$ cat src/rtl/div_pkg.sv
// Shared encodings and helpers for the multi-cycle divider.
package div_pkg;

    // FSM state encodings
    typedef enum logic [1:0] {
        DivFree   = 2'b00,
        DivByZero = 2'b01,
        DivOn     = 2'b10,
        DivEnd    = 2'b11
    } div_state_e;

    localparam logic        DivStart          = 1'b1;
    localparam logic        DivStop           = 1'b0;
    localparam logic        DivResultReady    = 1'b1;
    localparam logic        DivResultNotReady = 1'b0;
    localparam logic [31:0] ZeroWord          = 32'h0000_0000;

    // Number of shift-subtract iterations for a 32-bit quotient
    localparam logic [5:0]  DivIters          = 6'd32;

    // Two's-complement negate when neg is set, pass-through otherwise
    function automatic logic [31:0] cond_negate(input logic [31:0] v, input logic neg);
        return neg ? (~v + 32'd1) : v;
    endfunction

endpackage

$ cat src/rtl/div.sv
// Multi-cycle restoring divider for div/divu. Returns {remainder, quotient}
// 33 cycles after the start edge; divide-by-zero yields zero after one cycle.
module div
    import div_pkg::*;
(
    input  logic        clk,
    input  logic        rst,
    input  logic        signed_div_i,
    input  logic [31:0] opdata1_i,
    input  logic [31:0] opdata2_i,
    input  logic        start_i,
    input  logic        annul_i,
    output logic [63:0] result_o,
    output logic        ready_o
);

    div_state_e  state;
    logic [5:0]  cnt;
    // [64:33] partial remainder, [31:0] quotient bits as they are formed
    logic [64:0] dividend;
    logic [31:0] divisor;
    logic        neg_quo;
    logic        neg_rem;

    logic [32:0] trial;
    logic [31:0] abs_op1;
    logic [31:0] abs_op2;
    logic [31:0] quo_fixed;
    logic [31:0] rem_fixed;

    // Trial subtraction, operand magnitudes and final sign fixup
    always_comb begin
        // Shifted remainder can need 33 bits when the divisor is large
        trial     = dividend[64:32] - {1'b0, divisor};
        abs_op1   = cond_negate(opdata1_i, signed_div_i & opdata1_i[31]);
        abs_op2   = cond_negate(opdata2_i, signed_div_i & opdata2_i[31]);
        quo_fixed = cond_negate(dividend[31:0], neg_quo);
        rem_fixed = cond_negate(dividend[64:33], neg_rem);
    end

    // Control FSM plus iteration datapath and registered outputs
    always_ff @(posedge clk) begin
        if (rst) begin
            state    <= DivFree;
            cnt      <= 6'd0;
            dividend <= 65'd0;
            divisor  <= ZeroWord;
            neg_quo  <= 1'b0;
            neg_rem  <= 1'b0;
            result_o <= {ZeroWord, ZeroWord};
            ready_o  <= DivResultNotReady;
        end else begin
            unique case (state)
                DivFree: begin
                    if (start_i == DivStart && !annul_i) begin
                        cnt      <= 6'd0;
                        dividend <= {32'd0, abs_op1, 1'b0};
                        divisor  <= abs_op2;
                        neg_quo  <= signed_div_i & (opdata1_i[31] ^ opdata2_i[31]);
                        neg_rem  <= signed_div_i & opdata1_i[31];
                        state    <= (opdata2_i == ZeroWord) ? DivByZero : DivOn;
                    end
                end
                DivByZero: begin
                    if (annul_i) begin
                        state    <= DivFree;
                        cnt      <= 6'd0;
                        result_o <= {ZeroWord, ZeroWord};
                        ready_o  <= DivResultNotReady;
                    end else begin
                        state    <= DivEnd;
                        result_o <= {ZeroWord, ZeroWord};
                        ready_o  <= DivResultReady;
                    end
                end
                DivOn: begin
                    if (annul_i) begin
                        state    <= DivFree;
                        cnt      <= 6'd0;
                        result_o <= {ZeroWord, ZeroWord};
                        ready_o  <= DivResultNotReady;
                    end else if (cnt != DivIters) begin
                        if (trial[32]) begin
                            dividend <= {dividend[63:0], 1'b0};
                        end else begin
                            dividend <= {trial[31:0], dividend[31:0], 1'b1};
                        end
                        cnt <= cnt + 6'd1;
                    end else begin
                        state    <= DivEnd;
                        cnt      <= 6'd0;
                        result_o <= {rem_fixed, quo_fixed};
                        ready_o  <= DivResultReady;
                    end
                end
                DivEnd: begin
                    if (start_i == DivStop) begin
                        state    <= DivFree;
                        result_o <= {ZeroWord, ZeroWord};
                        ready_o  <= DivResultNotReady;
                    end
                end
                default: state <= DivFree;
            endcase
        end
    end

endmodule

$ cat config.mk
export PLATFORM = sky130hd
export DESIGN_NAME = div
export DESIGN_NICKNAME = d
export VERILOG_FILES = /design/src/rtl/div_pkg.sv /design/src/rtl/div.sv
export SDC_FILE = /design/constraint.sdc
export NUM_CORES = 1
export LEC_CHECK = 0
export ABC_AREA = 1
export BUFFER_PORTS_ARGS = -buffer_cell sky130_fd_sc_hd__buf_2
export CORE_ASPECT_RATIO = 1.5
export CORE_UTILIZATION = 42
export CTS_CLUSTER_DIAMETER = 40
export DETAILED_ROUTE_END_ITERATION = 6
export PLACE_DENSITY = 0.68
export RECOVER_POWER = 100
export SLEW_MARGIN = 15
export SYNTH_ARGS = -nofsm -noshare
export SYNTH_HDL_FRONTEND = slang
export SYNTH_SLANG_ARGS = --single-unit
$ cat constraint.sdc
create_clock -name clk -period 2.8 [get_ports clk]
set_input_delay 0 -clock clk [delete_from_list [all_inputs] [get_ports clk]]
set_output_delay 0 -clock clk [all_outputs]
set_load 0.05 [all_outputs]
* Yosys cells after proc, flatten, opt, wreduce, memory -nomap -nowiden
Index checks and enable logic that the tools add are counted.
** Word-level totals
- Register bits after elaboration :: 172
- Output and inout bits :: 65
- Word-level logic and storage cells :: 74
- Bits of input ports :: 69
** Operators by class
- $add $sub $neg :: 6
- Mux-type cells :: 30
- Equal/unequal tests :: 10
- Reductions and logical operators :: 12
- Bitwise gates (word level) :: 8
** Operators by type and width (count)
- $mux W65 :: 4
- $mux W64 :: 3
- $pmux W64 S3 :: 1
- $pmux W65 S2 :: 1
- $add A32 B1 Y32 const B :: 4
- $mux W32 :: 4
- $not A32 Y32 :: 4
- $sub A33 B32 Y33 :: 1
- $logic_not A32 Y1 :: 1
- $mux W6 :: 4
- $pmux W6 S3 :: 1
- $mux W2 :: 6
- $ne A2 B2 Y1 const B :: 5
- $reduce_and A3 Y1 :: 3
- $pmux W2 S4 :: 1
- $add A6 B1 Y6 const B :: 1
- $ne A6 B6 Y1 const B :: 1
- $reduce_bool A3 Y1 :: 2
- $eq A2 B2 Y1 const B :: 2
- $mux W1 :: 4
- $reduce_and A4 Y1 :: 1
- $and A1 B1 Y1 :: 3
- $ne A3 B3 Y1 const B :: 1
- $pmux W1 S3 :: 1
- 7 further kinds :: 7

* Longest topological paths before layout
- Depth after elaboration :: 6
- Depth in mapped cells :: 18
- Gate-level depth less buffers :: 17

* Least setup slack after synthesis
OpenSTA, ideal clock, no wires.
- Path type :: flip-flop to flip-flop
- From :: register dividend[32]
- To :: register dividend[39]
- Buffers on the path :: 1
- Stages on the path, launching flop included :: 17
- Required time :: 2.668 ns
- Setup slack :: 0.661 ns
- Arrival time :: 2.006 ns
- Library setup time :: 0.132 ns
- Period minus slack after synthesis :: 2.139 ns
- Cells stage by stage :: dfxtp_1 > inv_1 > ha_1 > fa_1 > inv_1 > nand2_1 > nand2_1 > nand3_1 > nand2_2 > nand2_2 > nand2_4 > nand2_4 > nand3_2 > buf_2 > nand3_1 > nand3_1 > a21oi_1
** Between the ends
- Longest elaborated chain between the ends :: 5
** Ends and longest elaborated chain
- from (decl) :: line div.sv:20 : logic [64:0] dividend;
- from (signal assigned) :: line div.sv:57 : dividend <= {32'd0, abs_op1, 1'b0};
- from (signal assigned) :: line div.sv:84 : dividend <= {dividend[63:0], 1'b0};
- from (signal assigned) :: line div.sv:86 : dividend <= {trial[31:0], dividend[31:0], 1'b1};
- $sub A33 B32 Y33 :: line div.sv:34 : trial = dividend[64:32] - {1'b0, divisor};
- $mux W65 :: line div.sv:83 : if (trial[32]) begin
- $mux W65 :: line div.sv:82 : end else if (cnt != DivIters) begin
- $mux W65 :: line div.sv:77 : if (annul_i) begin
- $pmux W65 S2 :: line div.sv:53 : unique case (state)
Every way passes these cells. The select of a mux whose other input is x is not followed.
A chain may end at the register's enable or synchronous reset.

* Worst setup path after layout
- From :: register state[0]
- To :: register dividend[32]
** Between the ends
- Longest elaborated chain between the ends :: 3
- Elaborated cells between the ends (all ways) :: 8
- Classes of those cells :: eq/ne (4); mux (1); reduce/logical (3)
** Ends and longest elaborated chain
- from (decl) :: line div.sv:17 : div_state_e state;
- from (signal assigned) :: line div.sv:44 : state <= DivFree;
- from (signal assigned) :: line div.sv:61 : state <= (opdata2_i == ZeroWord) ? DivByZero : DivOn;
- from (signal assigned) :: line div.sv:66 : state <= DivFree;
- $eq A2 B2 Y1 / $logic_not A2 Y1 (equally long branches) :: line div.sv:53
- $ne A2 B2 Y1 (no source line) / $reduce_bool A2 Y1 (equally long branches)
- $reduce_and A4 Y1 (no source line)
Several ways; a longest one is shown, not always the timed one.

==> metrics.txt <==
# TYPE chip_impl_metric gauge
chip_impl_metric{name="dieHeight",unit="µm"} 216
chip_impl_metric{name="worstSkewPairLatency",unit="ns"} 0.45
chip_impl_info{name="ys_dominant_reg_cell",value="sky130_fd_sc_hd__dfxtp_1"} 1
chip_impl_metric{name="net_count_of_the_finished_layout",unit=""} 2416
chip_impl_info{name="top_post_synthesis_cells_by_area",value="sky130_fd_sc_hd__dfxtp_1 (27%), sky130_fd_sc_hd__nand2_1 (17%), sky130_fd_sc_hd__a21oi_1 (9.7%)"} 1
chip_impl_metric{name="fp-row-count",unit=""} 78
chip_impl_metric{name="clock_tree.buffer_depth",unit=""} 2
chip_impl_info{name="mostFrequentLayoutCell",value="sky130_fd_sc_hd__nand2_1"} 1
chip_impl_metric{name="setup-violations-final",unit=""} 0
chip_impl_metric{name="final.setup_skew",unit="ns"} 0.00958
chip_impl_metric{name="detail_routed_net_length_per_standard_cell",unit="µm"} 16.8
chip_impl_info{name="crit_start",value="state[0]$_SDFFE_PP0P_"} 1
chip_impl_metric{name="yosys-mux-area-fraction",unit="%"} 0
chip_impl_info{name="status",value="finished clean"} 1
chip_impl_metric{name="timing.final.crit_share",unit="%"} 94.3
chip_impl_metric{name="detail-route-antenna-nets",unit=""} 0
chip_impl_metric{name="synthSimpleGateAreaFrac",unit="%"} 35.8
chip_impl_metric{name="synth.lib_cells_used.distinct",unit=""} 48
chip_impl_metric{name="hold_viol",unit=""} 0
chip_impl_metric{name="slack_of_the_worst_reg_to_reg_path",unit="ns"} 0.16
chip_impl_info{name="grt_setup_unrepaired",value="false"} 1
chip_impl_metric{name="async_reset_ff_share",unit="%"} 0
chip_impl_metric{name="worst-r2r-cell-count",unit=""} 11
chip_impl_info{name="cp_class",value="reg -> reg"} 1
chip_impl_metric{name="worst-endpoint-arrival",unit="ns"} 3.01
chip_impl_metric{name="synth_seq_cells",unit=""} 172
chip_impl_metric{name="floorplan.die.width",unit="µm"} 145
chip_impl_metric{name="synthesis.instances",unit=""} 2161
chip_impl_metric{name="cp_max_fo",unit=""} 16
chip_impl_metric{name="die_area",unit="µm²"} 31400
chip_impl_info{name="clock_tree_from_tritoncts",value="yes"} 1
chip_impl_metric{name="area_delta_synth_final",unit="%"} 15.1
chip_impl_metric{name="met3_usage",unit="%"} 3.94
chip_impl_metric{name="tritoncts_num_sinks",unit=""} 172
chip_impl_metric{name="num_vias",unit=""} 14420
chip_impl_metric{name="synth_edf_count",unit=""} 0
chip_impl_metric{name="total_leakage_power",unit="nW"} 6.94
chip_impl_metric{name="antenna_found_initial",unit=""} 0
chip_impl_metric{name="post_drt_via_cell_ratio",unit=""} 5.31
chip_impl_metric{name="wirelength",unit="µm"} 45600
chip_impl_metric{name="finalWorstPathRequiredPeriod",unit="ns"} 2.64
chip_impl_info{name="critPathSlowestCell",value="sky130_fd_sc_hd__dlygate4sd3_1"} 1
chip_impl_metric{name="routability_driven_placement_congestion_ratio",unit=""} 0.996
chip_impl_metric{name="yosys.area_share.xor_xnor",unit="%"} 3.33
chip_impl_info{name="worst_setup_path_end_kind",value="flip-flop"} 1
chip_impl_info{name="worst_setup_path_start_kind",value="flip-flop"} 1
chip_impl_info{name="worst_setup_path_end",value="dividend[32]$_SDFFE_PP0P_"} 1
chip_impl_metric{name="io_pins",unit=""} 134
chip_impl_metric{name="grt_max_degree",unit=""} 139
chip_impl_metric{name="remaining_drc_errors",unit=""} 0
chip_impl_metric{name="grt_first_pass_wirelength",unit="µm"} 72000
chip_impl_metric{name="critical-path-max-stage-delay",unit="ns"} 0.57
chip_impl_metric{name="synth_adder_area_share",unit="%"} 4.24
chip_impl_metric{name="place_area",unit="µm²"} 13900
chip_impl_metric{name="htreeDepth",unit=""} 4
chip_impl_metric{name="grt_remaining_overflow",unit=""} 0
chip_impl_info{name="cts_root_buf",value="sky130_fd_sc_hd__clkbuf_16"} 1
chip_impl_info{name="commonest_cells_after_routing_fill_and_taps_aside",value="sky130_fd_sc_hd__nand2_1 (600), sky130_fd_sc_hd__inv_1 (296), sky130_fd_sc_hd__a21oi_1 (252)"} 1
chip_impl_metric{name="synth-compound-area-share",unit="%"} 18.0
chip_impl_metric{name="io_buffers",unit=""} 133
chip_impl_metric{name="syn-num-nets",unit=""} 2273
chip_impl_info{name="timing.rr.end",value="dividend[32]$_SDFFE_PP0P_"} 1
chip_impl_metric{name="tritoncts.num_buffers",unit=""} 17
chip_impl_metric{name="grt.met1_usage",unit="%"} 30.6
chip_impl_metric{name="grt_use_met2",unit="%"} 52.7
chip_impl_metric{name="max_clock_freq",unit="GHz"} 0.379
chip_impl_metric{name="power-per-cell-area",unit="nW/µm²"} 837
chip_impl_metric{name="relSlewSlack",unit="%"} 28.9
chip_impl_metric{name="fin_area",unit="µm²"} 14800
chip_impl_metric{name="place_inst",unit=""} 2640
chip_impl_metric{name="tightest_slew",unit="ns"} 1.05
chip_impl_metric{name="power.ir.vdd_worst",unit="mV"} 0.505
chip_impl_metric{name="start_util",unit="%"} 42.7
chip_impl_metric{name="synth_seq_area_share",unit="%"} 26.7
chip_impl_metric{name="coreArea",unit="µm²"} 30200
chip_impl_metric{name="worst-endpoint-required",unit="ns"} 3.17
chip_impl_metric{name="drive_gt1_share",unit="%"} 6.86
chip_impl_metric{name="yosysWarningCount",unit=""} 0
chip_impl_metric{name="stdcell_count",unit=""} 2717
chip_impl_metric{name="synth_top_area_share",unit="%"} 26.7
chip_impl_metric{name="drtIter0Drc",unit=""} 836
chip_impl_info{name="post-synth-top-area-cell",value="sky130_fd_sc_hd__dfxtp_1"} 1
chip_impl_metric{name="avg_synthesized_cell_area",unit="µm²"} 5.96
chip_impl_metric{name="count_of_pins_over_their_slew_limit",unit=""} 0
chip_impl_metric{name="total_track_usage",unit="%"} 29.2
chip_impl_metric{name="first_pass_iters",unit=""} 5
chip_impl_metric{name="max-cap-violations",unit=""} 0
chip_impl_info{name="globalRoute.busiestLayer",value="met2"} 1
chip_impl_info{name="dominant_combinational_cell_family_by_area_after_synthesis",value="simple AND/OR/NAND/NOR gates"} 1
chip_impl_metric{name="tns",unit="ns"} 0
chip_impl_info{name="min-delay-path-class",value="in -> reg"} 1
chip_impl_metric{name="detailedPlacementHpwl",unit="µm"} 35500
chip_impl_metric{name="syn-cell-area",unit="µm²"} 12900
chip_impl_info{name="worst_r2r_startpoint",value="state[0]$_SDFFE_PP0P_"} 1
chip_impl_info{name="crit_path_cell_trace",value="inv_1 > ha_1 > inv_1 > nor2_8 > o21ai_2 > a21oi_1 > buf_4 > nand3_1 > o21bai_1 > dlygate4sd3_1 > a21oi_1"} 1
chip_impl_metric{name="antenna_cells_inserted",unit=""} 0
chip_impl_metric{name="vias_in_the_first_global_route",unit=""} 13878
chip_impl_metric{name="clk_transition_reported_paths",unit="ns"} 0.07
[cells in the mapped netlist, types with 8 or more instances]
master                     number
sky130_fd_sc_hd__nand2_1      600
sky130_fd_sc_hd__inv_1        295
sky130_fd_sc_hd__a21oi_1      249
sky130_fd_sc_hd__nand3_1      195
sky130_fd_sc_hd__nor2_1       185
sky130_fd_sc_hd__dfxtp_1      172
sky130_fd_sc_hd__o21ai_0      116
sky130_fd_sc_hd__clkbuf_1      45
sky130_fd_sc_hd__ha_1          42
sky130_fd_sc_hd__nand4_1       29
sky130_fd_sc_hd__xor2_1        28
sky130_fd_sc_hd__buf_2         25
sky130_fd_sc_hd__xnor2_1       21
sky130_fd_sc_hd__nor3_1        17
sky130_fd_sc_hd__nand3b_1      13
sky130_fd_sc_hd__o21ai_1       10
sky130_fd_sc_hd__a211oi_1       8
sky130_fd_sc_hd__inv_2          8
sky130_fd_sc_hd__nor4_1         8
sky130_fd_sc_hd__o211ai_1       8
[per-stage QoR]
stage / power [mW] / util, % / hold WS (ns) / setup slack (ns)
2_1_floorplan: 8.10 / - / 0.178 / 0.661
3_3_place_gp: 9.96 / 46.1 / 0.340 / 0.304
3_5_place_dp: 10.0 / 46.1 / 0.341 / 0.228
4_1_cts: 12.5 / 49.6 / 0.00464 / 0.190
5_1_grt: 13.3 / 49.1 / 0.0458 / 0.00729
6_report: 12.4 / 49.1 / 0.0132 / 0.159
[power by group]
part | leakage, nW | switching [mW] | internal (mW)
combinational | 5.26 | 4.78 | 1.94
sequential | 1.40 | 0.435 | 2.87
clock | 0.288 | 1.04 | 1.34
[logic make-up (layout without fill, tap and decap cells)]
logic type | count (synthesis) | count (layout)
AOI/OAI and AO/OA | 429 | 429
buffers and inverters | 387 | 543
xor gates and xnor gates | 49 | 49
adders and majority gates | 43 | 43
DFF | 172 | 172
and+or+nand+nor | 1081 | 1081
[critical path, delay by kind of cell, from the launching register on]
family | cells | cell delay, ns
buf+inv | 4 | 1.09
compound gates | 4 | 0.68
flops | 1 | 0.34
simple gates | 2 | 0.25
fa+ha+maj | 1 | 0.20
[cell type report]
cell class	count	area [µm²]
timing repair buffer	206	1270
sequential	172	3440
clock buffer	19	443
inverter	305	1140
multi-input combinational	1602	7880
clock inverter	13	140
tap	400	500
fill	3240	15300
[registers in the layout (all words and copies together), names as in the netlist]
name      flops
cnt           6
dividend     65
divisor      32
neg_quo       1
neg_rem       1
ready_o       1
result_o     64
state         2
[how the worst min path moves through the flow]
| stage | startpoint | to | slack, ns | cells past startpoint |
|---|---|---|---|---|
| finish | opdata2_i[30] | divisor[30]$_SDFFE_PP0P_ | 0.01 | 5 |
| CTS | opdata2_i[30] | divisor[30]$_SDFFE_PP0P_ | 0.005 | 5 |
| floorplan | annul_i | ready_o$_SDFFE_PP0P_ | 0.18 | 2 |
| global placement | opdata2_i[0] | divisor[0]$_SDFFE_PP0P_ | 0.34 | 3 |
| global route | opdata2_i[1] | divisor[1]$_SDFFE_PP0P_ | 0.05 | 5 |
| detailed placement | opdata2_i[0] | divisor[0]$_SDFFE_PP0P_ | 0.34 | 3 |
[metal layers]
metal	part of all wire (%)	vias to the layer above	wire length [µm]
li1	-	7265	-
met1	38	6577	17200
met2	50	423	22900
met3	4.0	155	1850
met4	8.0	0	3640
met5	0	-	0
[timing repair]
| item | 4_1_cts | 5_1_grt |
|---|---|---|
| gates resized for setup | 0 | 3 |
| endpoints found under the hold margin | 41 | 0 |
| endpoints found under the setup margin | 0 | 21 |
| hold buffers | 45 | 0 |
| setup buffers | 0 | 0 |
(Power assumes the default switching activity.)
